## src/rtl/rsa_mod_mult_if.sv

```systemverilog
// Request/response bundle for the bit-serial modular multiplier.
// Latency: none; this is a plain signal group.
// Backpressure: none; start is a pulse and is ignored while the unit is busy.
interface rsa_mod_mult_if #(
   parameter int WIDTH = 8
);
   logic                 start;
   logic [2*WIDTH-1:0]   a;
   logic [2*WIDTH-1:0]   b;
   logic [2*WIDTH-1:0]   n;
   logic [2*WIDTH-1:0]   result;
   logic                 busy;
   logic                 finish;

   modport master (
      output start, a, b, n,
      input  result, busy, finish
   );

   modport slave (
      input  start, a, b, n,
      output result, busy, finish
   );
endinterface

```

## src/rtl/rsa_mod_mult.sv

```systemverilog
// Bit-serial interleaved modular multiplier: result = (a * b) mod n.
// Latency: fixed 2*WIDTH+2 edges from accepted start to the finish pulse.
// Backpressure: none; start is accepted only in IDLE, otherwise dropped.
module rsa_mod_mult #(
   parameter int WIDTH = 8
) (
   input  logic           clk,
   input  logic           rst_n,
   rsa_mod_mult_if.slave  bus
);

   localparam int W2 = 2 * WIDTH;      // operand width
   localparam int WX = W2 + 2;         // datapath width, headroom for 2*r + a
   localparam int CW = $clog2(W2);     // bit index width

   // WRAP is the settle cycle between the last bit and the finish cycle,
   // which keeps the finish pulse and the busy fall on the same edge.
   typedef enum logic [1:0] {
      IDLE = 2'd0,
      CALC = 2'd1,
      WRAP = 2'd2,
      DONE = 2'd3
   } state_t;

   state_t          state;
   logic [W2-1:0]   a_reg;
   logic [W2-1:0]   b_reg;
   logic [W2-1:0]   n_reg;
   logic [W2-1:0]   r_reg;
   logic [CW-1:0]   cnt;
   logic [W2-1:0]   result_q;
   logic            busy_q;
   logic            finish_q;

   logic [WX-1:0]   n_ext;
   logic [WX-1:0]   a_ext;
   logic [WX-1:0]   t1_raw;
   logic [WX-1:0]   t1;
   logic [WX-1:0]   t2_raw;
   logic [WX-1:0]   t2;

   // One interleaved step: double, reduce, conditionally add a, reduce.
   // Both reductions are always computed and muxed so timing is data-independent.
   always_comb begin
      n_ext  = {2'b00, n_reg};
      a_ext  = {2'b00, a_reg};
      t1_raw = {1'b0, r_reg, 1'b0};
      t1     = (t1_raw >= n_ext) ? (t1_raw - n_ext) : t1_raw;
      t2_raw = t1 + (b_reg[cnt] ? a_ext : '0);
      t2     = (t2_raw >= n_ext) ? (t2_raw - n_ext) : t2_raw;
   end

   // Control FSM with registered outputs and the operand/accumulator registers.
   always_ff @(posedge clk or negedge rst_n) begin
      if (!rst_n) begin
         state    <= IDLE;
         a_reg    <= '0;
         b_reg    <= '0;
         n_reg    <= '0;
         r_reg    <= '0;
         cnt      <= '0;
         result_q <= '0;
         busy_q   <= 1'b0;
         finish_q <= 1'b0;
      end else begin
         case (state)
            IDLE: begin
               finish_q <= 1'b0;
               if (bus.start) begin
                  a_reg  <= bus.a;
                  b_reg  <= bus.b;
                  n_reg  <= bus.n;
                  r_reg  <= '0;
                  cnt    <= CW'(W2 - 1);
                  busy_q <= 1'b1;
                  state  <= CALC;
               end
            end
            CALC: begin
               r_reg <= W2'(t2);
               cnt   <= cnt - CW'(1);
               if (cnt == '0) begin
                  state <= WRAP;
               end
            end
            WRAP: begin
               // A zero modulus has no meaningful residue; report 0.
               result_q <= (n_reg == '0) ? '0 : r_reg;
               finish_q <= 1'b1;
               state    <= DONE;
            end
            DONE: begin
               finish_q <= 1'b0;
               busy_q   <= 1'b0;
               state    <= IDLE;
            end
            default: begin
               state <= IDLE;
            end
         endcase
      end
   end

   assign bus.result = result_q;
   assign bus.busy   = busy_q;
   assign bus.finish = finish_q;

endmodule
```

## src/flat_wrapper.sv

```systemverilog
// flat-port wrapper written by rule: the top's interface ports become plain ports
module rsa_mod_mult_flat 
#(
   parameter int WIDTH = 8
)
  (clk, rst_n, bus_start, bus_a, bus_b, bus_n, bus_result, bus_busy, bus_finish);
  rsa_mod_mult_if #(.WIDTH(WIDTH)) bus_i ();
  input  logic clk;
  input  logic rst_n;
  input wire logic [$bits(bus_i.start)-1:0] bus_start;
  input wire logic [$bits(bus_i.a)-1:0] bus_a;
  input wire logic [$bits(bus_i.b)-1:0] bus_b;
  input wire logic [$bits(bus_i.n)-1:0] bus_n;
  output wire logic [$bits(bus_i.result)-1:0] bus_result;
  output wire logic [$bits(bus_i.busy)-1:0] bus_busy;
  output wire logic [$bits(bus_i.finish)-1:0] bus_finish;
  assign bus_i.start = bus_start;
  assign bus_i.a = bus_a;
  assign bus_i.b = bus_b;
  assign bus_i.n = bus_n;
  assign bus_result = bus_i.result;
  assign bus_busy = bus_i.busy;
  assign bus_finish = bus_i.finish;
  rsa_mod_mult #(.WIDTH(WIDTH)) u_core (.clk(clk), .rst_n(rst_n), .bus(bus_i));
endmodule
```

## config.mk

```make
export PLATFORM = sky130hd
export DESIGN_NAME = rsa_mod_mult_flat
export DESIGN_NICKNAME = d
export VERILOG_FILES = /design/src/rtl/rsa_mod_mult_if.sv /design/src/rtl/rsa_mod_mult.sv /design/src/flat_wrapper.sv
export SDC_FILE = /design/constraint.sdc
export NUM_CORES = 1
export LEC_CHECK = 0
export CORE_ASPECT_RATIO = 1.5
export CORE_MARGIN = 3
export CORE_UTILIZATION = 50
export DETAILED_ROUTE_END_ITERATION = 6
export PLACE_DENSITY_LB_ADDON = 0.08
export SLEW_MARGIN = 10
export SYNTH_ARGS = -nofsm -noshare
export SYNTH_HDL_FRONTEND = slang
export SYNTH_SLANG_ARGS = --single-unit
```

## constraint.sdc

```tcl
create_clock -name clk -period 6.1 [get_ports clk]
set_input_delay 1.22 -clock clk [delete_from_list [all_inputs] [get_ports clk]]
set_output_delay 1.22 -clock clk [all_outputs]
set_load 0.01 [all_outputs]
```

==> results of run 1 <==
[synth_stat cells, drive strengths merged (4+ instances only)]
library cell	count	area share [%]
nor2b	5	0.51
o21a	7	0.85
buf	5	0.57
a22o	19	2.7
ha	54	11
mux4	5	1.8
and3	6	0.61
nor2	32	1.9
a21o	15	1.8
a21oi	43	3.5
dfrtp	88	36
o221ai	10	1.4
o21bai	9	1.1
nor4	4	0.40
o2111ai	6	0.85
nand2b	5	0.51
a211oi	4	0.49
and2	16	1.6
o21ai	27	2.2
nand3	13	1.1
a31oi	5	0.51
clkbuf	12	0.73
mux2i	5	0.81
xnor2	28	4.0
nor3	5	0.40
xor2	12	1.7
mux2	56	10
nand2	41	2.5
inv	51	3.1
[stage by stage]
step	TNS (ps)	hold slack [ps]	setup slack, ps	cells
detailed placement	-2050	487	-174	874
CTS	0	503	14.0	892
finish	0	504	233	893
global placement	-124	482	-16.9	874
floorplan	0	471	514	623
global route	-12.7	518	-12.7	893
[cell usage in the layout, fill, tap and decap left out, types with 3 or more instances in the layout]
cell                              instances
sky130_fd_sc_hd__a21oi_1                 40
sky130_fd_sc_hd__o211ai_1                 3
sky130_fd_sc_hd__nand4_1                  3
sky130_fd_sc_hd__nand2_1                 39
sky130_fd_sc_hd__a21o_1                  15
sky130_fd_sc_hd__mux2i_1                  5
sky130_fd_sc_hd__nor2_1                  32
sky130_fd_sc_hd__and2_1                  16
sky130_fd_sc_hd__a211oi_1                 4
sky130_fd_sc_hd__o2111ai_1                5
sky130_fd_sc_hd__nand3_1                 12
sky130_fd_sc_hd__mux4_2                   5
sky130_fd_sc_hd__mux2_2                  55
sky130_fd_sc_hd__o21ai_1                  4
sky130_fd_sc_hd__o21a_1                   7
sky130_fd_sc_hd__and3_1                   6
sky130_fd_sc_hd__clkbuf_16                9
sky130_fd_sc_hd__xnor2_1                 27
sky130_fd_sc_hd__nand2b_1                 5
sky130_fd_sc_hd__o21bai_1                 8
sky130_fd_sc_hd__o221ai_1                 9
sky130_fd_sc_hd__clkdlybuf4s50_1         67
sky130_fd_sc_hd__inv_1                   51
sky130_fd_sc_hd__fa_1                     3
sky130_fd_sc_hd__nor4_1                   4
sky130_fd_sc_hd__o21ai_0                 23
sky130_fd_sc_hd__a22o_1                  19
sky130_fd_sc_hd__buf_4                   50
sky130_fd_sc_hd__a31oi_1                  4
sky130_fd_sc_hd__dfrtp_1                 88
sky130_fd_sc_hd__nor2b_1                  5
sky130_fd_sc_hd__xor2_1                  12
sky130_fd_sc_hd__ha_1                    54
sky130_fd_sc_hd__a21oi_2                  3
sky130_fd_sc_hd__inv_6                    3
sky130_fd_sc_hd__nor3_1                   4
[worst max-delay path: cells and delay by family, from the launching register on]
| kind | cells | cell delay, ps |
|---|---|---|
| adders and majority gates | 3 | 970 |
| AOI/OAI and AO/OA | 13 | 2460 |
| DFF | 1 | 390 |
| and+or+nand+nor | 6 | 1150 |
| muxes | 1 | 350 |
| xor gates and xnor gates | 2 | 340 |
| buffers and inverters | 1 | 90 |
[final timing paths]
| check | startpoint | endpoint | slack (ps) |
|---|---|---|---|
| setup / recovery | u_core.n_reg[13] | u_core.r_reg[15] | 230 |
| hold / removal | u_core.a_reg[8] | u_core.a_reg[8] | 500 |
| setup reg to reg | u_core.n_reg[13] | u_core.r_reg[15] | 230 |
| hold reg to reg | u_core.a_reg[8] | u_core.a_reg[8] | 500 |
| max in group asynchronous | rst_n | u_core.b_reg[11] | 4240 |
| min in group asynchronous | rst_n | u_core.bus.result[2] | 840 |
[final cells by class]
type / instances / area, um2 / share of cell area [%]
sequential: 88 / 2200 / 28.5
multi-input combinational: 466 / 3790 / 48.9
clock buffer: 9 / 225 / 2.91
timing repair buffer: 118 / 1060 / 13.7
tap: 153 / 191 / 2.47
clock inverter: 7 / 77.6 / 1.00
inverter: 52 / 195 / 2.52
[logic make-up after synthesis]
group / Yosys count
buf+inv: 69
compound gates: 166
fa+ha+maj: 57
simple gates: 137
flops: 88
mux: 66
xor+xnor: 40
[layer usage]
metal  share of wire, %  routed length [um]  GRT usage (%)  vias to the layer above
met2                 53                8730           46.0                      139
met1                 39                6370           26.1                     2477
met5                  0                   0              0                        -
met4                4.1                 674           11.5                        0
li1                   -                   -              -                     2479
met3                4.3                 705           3.78                       36
[what timing repair did]
action / in CTS / in global routing
gates resized for setup: 3 / 17
pin swaps: 1 / 4
setup endpoints to repair: 16 / 16
setup buffers: 2 / 1
==> implementation parameters, run 1 <==
Parameter                              Value

Run status
  Run status    completed

Synth
  Synth Area in Compound Gates    18.7%
  Yosys warns    0
  Flip-flop cell with the highest count after synthesis    sky130_fd_sc_hd__dfrtp_1
  Area share of fa/ha/maj cells after synthesis    between 10% and 20%
  Multiplexer area fraction after synthesis    12.9%
  XOR/XNOR share of the synthesized area    5.67%
  Dominant combinational cell family by area after synthesis    compound AO/OA/AOI/OAI gates
  Synth Instances    623
  Flop and latch count out of synthesis    88
  Fraction of the mapped netlist area in simple logic gates    about 11%
  Average instance area after synthesis    9.92 um2
  Sequential area share after synthesis    35.6%
  Cell Area, Synth    6180 um2
  Number of flops mapped to enable cells by yosys    0
  Synthesized Nets    731
  Async SR Flop Fraction    100%
  Library cells used by synthesis    58

Placed design
  Instance area at placement    roughly 7300 um2
  Port bufs    68
  Post-detail-place hpwl    13400 um
  Routability Congestion    about 0.95

STA
  Final period demand of the worst path    approximately 5900 ps
  Number of setup violations in the final report    0
  Number of max-slew violations in the final report    0
  Transition time at the pin with the least slew margin    approximately 1100 ps
  Hold Violations, Final    0
  Clock Skews    10.0 ps
  Normalized max-slew margin    26.1%
  Final clock period utilization by the worst path    96.2%
  Fmax    170 MHz

Run
  Number of maximum-capacitance constraint violations    0

Drt
  Detailed Route WL    approximately 16000 um
  Wire per inst    18.5 um
  Total DRC errors in the routed layout    0
  Vias after detailed routing    about 5100
  Number of design-rule violations left by the first detailed-router iteration    182
  Antenna Nets Post-Route    0
  1st-pass router iterations    4
  Via-to-Cell Ratio    around 5.7

Final layout
  Final net count    ~840
  Post-route cell area    between 7000 and 8000 um2
  Final core occ    64.4%
  Share of final-layout standard cells stronger than drive strength 1    20.4%
  Count of antenna diodes in the layout    0
  # fillers    1019
  Area delta synth->final    25.2%

Setup path
  Highest cell delay on the worst timing path    390 ps
  Worst Path Class, Setup    register to register
  Kind of start point of the critical path    register
  Arrival @ worst endpoint    6090 ps
  Maximum net fanout on the critical path    7
  Sort of element at the end of the critical path    register
  Max stage delay cell, worst path    sky130_fd_sc_hd__dfrtp_1
  Register-to-Register Path Depth    26
  Worst endpoint required time    about 6300 ps

Floorplan
  Core box area    about 12000 um2
  # IOs    69
  Die Y-Extent    142 um
  Initial core utilization    51.4%
  Horizontal die dimension    roughly 97 um
  Die footprint    13800 um2
  Row count    49

CTS
  Number of sinks driven by the clock tree    88
  Clock buffer depth    2
  Number of buffers inserted by hold repair at cts    0
  Reg clk slew, reported paths    70 ps
  Htree depth    3
  Root Driver    sky130_fd_sc_hd__clkbuf_16
  TritonCTS clock tree    built
  Clock buffers created by TritonCTS    9
  Clock latency on the worst-skew pair    between 300 and 400 ps

Global routing
  Total overflow reported by the global router    0
  Wire length of the first global-routing pass    26400 um
  Number of global-route vias before repair    5542
  Number of antenna violations at the first check in global routing    0
  Largest net degree at the start of global routing    51
  All-Layer GR Usage    24.2%

Hold path
  Min-Delay Path Class    register to register
  Hold Path Cell Cnt    1
Power of run 1 is left out: the tool's default activity adds up to more than one toggle a clock period on the data nets, which glitch-free logic cannot reach.
==> inputs of run 2 (changes only) <==
==> constraint.sdc (replaced) <==
create_clock -name clk -period 5.05 [get_ports clk]
set_input_delay 1.01 -clock clk [delete_from_list [all_inputs] [get_ports clk]]
set_output_delay 1.01 -clock clk [all_outputs]
set_load 0.01 [all_outputs]
==> implementation parameters, run 2 (synthesis gave the netlist of run 1 again) <==
Parameter                              Value

Drt
  Via-to-Cell Ratio    5.71 (-0.63%)
  Antenna Nets Post-Route    0 (unchanged)
  1st-pass router iterations    4 (unchanged)
  Wire per inst    19.6 um (+6.0%)
  Vias after detailed routing    5841 (+14%)
  Total DRC errors in the routed layout    0 (unchanged)
  Detailed-routed wire length on met3    913 um (+30%)
  Wire length on met2    10700 um (+22%)
  Number of design-rule violations left by the first detailed-router iteration    241 (+32%)
  Met1 layer wirelength in the final routing    7350 um (+15%)
  Highest signal layer in the routed design    met4
  Detailed Route WL    20000 um (+21%)

Global routing
  Largest net degree at the start of global routing    49 (-3.9%)
  Wire length of the first global-routing pass    31500 um (+19%)
  Number of antenna violations at the first check in global routing    0 (unchanged)
  Number of global-route vias before repair    6376 (+15%)
  Total overflow reported by the global router    0 (unchanged)
  All-Layer GR Usage    29.1% (+4.8 points)

Floorplan
  Initial core utilization    51.4% (unchanged)
  Core box area    12000 um2 (unchanged)
  # IOs    69 (unchanged)
  Die Y-Extent    142 um (unchanged)
  Horizontal die dimension    96.8 um (unchanged)
  Die footprint    13800 um2 (unchanged)
  Row count    49 (unchanged)

Setup path
  Maximum net fanout on the critical path    5 (-2)
  Source of the worst register-to-register timing path    u_core.r_reg[0]
  Max stage delay cell, worst path    sky130_fd_sc_hd__dfrtp_2
  Worst-path cell chain    fa_2 > a21oi_4 > o22ai_2 > o31ai_2 > or2_4 > nand3_4 > mux2_4 > ha_4 > a21o_1 > a221o_1 > or2_4 > a21o_1 > a21oi_2 > xnor2_2 > ha_1 > o21a_1 > nor2_2 > nor2_1 > o21ai_2 > a21oi_2 > nor3_2 > a21bo_4 > a21o_1 > a22o_1
  First element of the critical path    u_core.r_reg[0]
  Worst Path Class, Setup    register to register
  Arrival @ worst endpoint    5830 ps (-260 ps)
  Worst endpoint required time    5290 ps (-1030 ps)
  Cell repeated most along the worst path    sky130_fd_sc_hd__a21o_1
  Sort of element at the end of the critical path    register
  Highest cell delay on the worst timing path    460 ps (+70 ps)
  Kind of start point of the critical path    register

Final layout
  Post-route cell area    9380 um2 (+21%)
  Area delta synth->final    51.8%
  # fillers    791 (-22%)
  Count of antenna diodes in the layout    0 (unchanged)
  Most common library cell in the layout ignoring fill and taps    sky130_fd_sc_hd__buf_4
  Share of final-layout standard cells stronger than drive strength 1    42.3% (+22 points)
  Most frequent cells in the layout    179 x sky130_fd_sc_hd__buf_4, 86 x sky130_fd_sc_hd__dfrtp_1, 67 x sky130_fd_sc_hd__clkdlybuf4s50_1
  Final net count    974 (+16%)

Placed design
  Port bufs    68 (unchanged)
  Instance area at placement    8230 um2 (+12%)
  Routability Congestion    0.954 (+0.65%)
  Post-detail-place hpwl    15000 um (+12%)

CTS
  Clock buffers created by TritonCTS    9 (unchanged)
  Htree depth    3 (unchanged)
  Clock buffer depth    2 (unchanged)
  Clock latency on the worst-skew pair    360 ps (about the same)
  Number of sinks driven by the clock tree    88 (unchanged)
  TritonCTS clock tree    built
  Root Driver    sky130_fd_sc_hd__clkbuf_16
  Reg clk slew, reported paths    70 ps (about the same)

STA
  Number of setup violations in the final report    16 (+16)
  Final period demand of the worst path    5590 ps (-279 ps)
  Fmax    179 MHz (+5.0%)
  Clock Skews    10.6 ps (+0.512 ps)
  Unrepaired setup endpoints after global routing    yes
  Final clock period utilization by the worst path    111% (+14 points)
  Slack of the critical path    -538 ps (-771 ps)
  Normalized max-slew margin    26.7% (+0.65 points)
  Transition time at the pin with the least slew margin    1100 ps (-9.76 ps)
  Number of max-slew violations in the final report    0 (unchanged)
  Hold Violations, Final    0 (unchanged)

Run status
  Violations in the final reports    negative setup slack
  Run status    finished, violations left

Hold path
  Min-Delay Path Class    register to register
  Origin of the worst min-delay path    u_core.a_reg[10]

Run
  Number of maximum-capacitance constraint violations    0 (unchanged)
==> run 2: cell count changes in the layout (fill, tap and decap cells not counted), sizes merged <==
cell / change
inv: -1
bufinv: +2
a21bo: +1
clkinv: -2
buf: +130
==> run 2: worst paths after layout <==
path,end,slack (ps),cells after the start
hold reg to reg,u_core.a_reg[10],500,1
setup reg to reg,u_core.r_reg[13],-540,24
min in group asynchronous,u_core.bus.result[1],660,1
hold / removal,u_core.a_reg[10],500,1
setup / recovery,u_core.r_reg[13],-540,24
max in group asynchronous,u_core.cnt[0],3330,2
==> run 2: per-layer routing <==
layer	track usage, %	vias up
li1	-	2733
met1	30.7	2874
met2	54.7	169
met3	4.27	65
met4	16.6	0
met5	0	-
==> run 2: area by class of cell <==
cell class	count	area [um2]	area share, %
Sequential cell	88	2200	23.5
Inverter	52	195	2.08
Timing Repair Buffer	248	2040	21.7
Clock buffer	9	225	2.40
Clock inverter	6	115	1.23
Tap cell	153	191	2.04
Multi-Input combinational cell	467	4410	47.0
==> run 2: what timing repair did <==
item | in CTS | in global routing
endpoints found under the setup margin | 16 | 16
gates resized for setup | 85 | 32
buffers inserted | 18 | 4
hold buffers | 0 | 0
pin swaps | 47 | 23
cloned | 1 | 0
==> run 2: through the flow <==
step | instances | hold WS, ps | TNS [ps] | setup WS [ps] | util, %
2_1_floorplan | 623 | 471 | -2040 | -220 | -
3_5_place_dp | 985 | 487 | -13960 | -902 | 68.5
4_1_cts | 1019 | 502 | -5020 | -339 | 76.4
3_3_place_gp | 985 | 479 | -12890 | -848 | 68.5
6_report | 1023 | 498 | -7320 | -538 | 78.1
5_1_grt | 1023 | 509 | -10940 | -759 | 78.1
==> run 2: critical path, delay by kind of cell, from the launching register on <==
family          cells  cell delay, ps
compound gates     13            2530
mux                 1             340
flops               1             460
xor+xnor            1             140
fa+ha+maj           3             910
simple gates        6            1070
Power of run 2 is left out for the same reason.
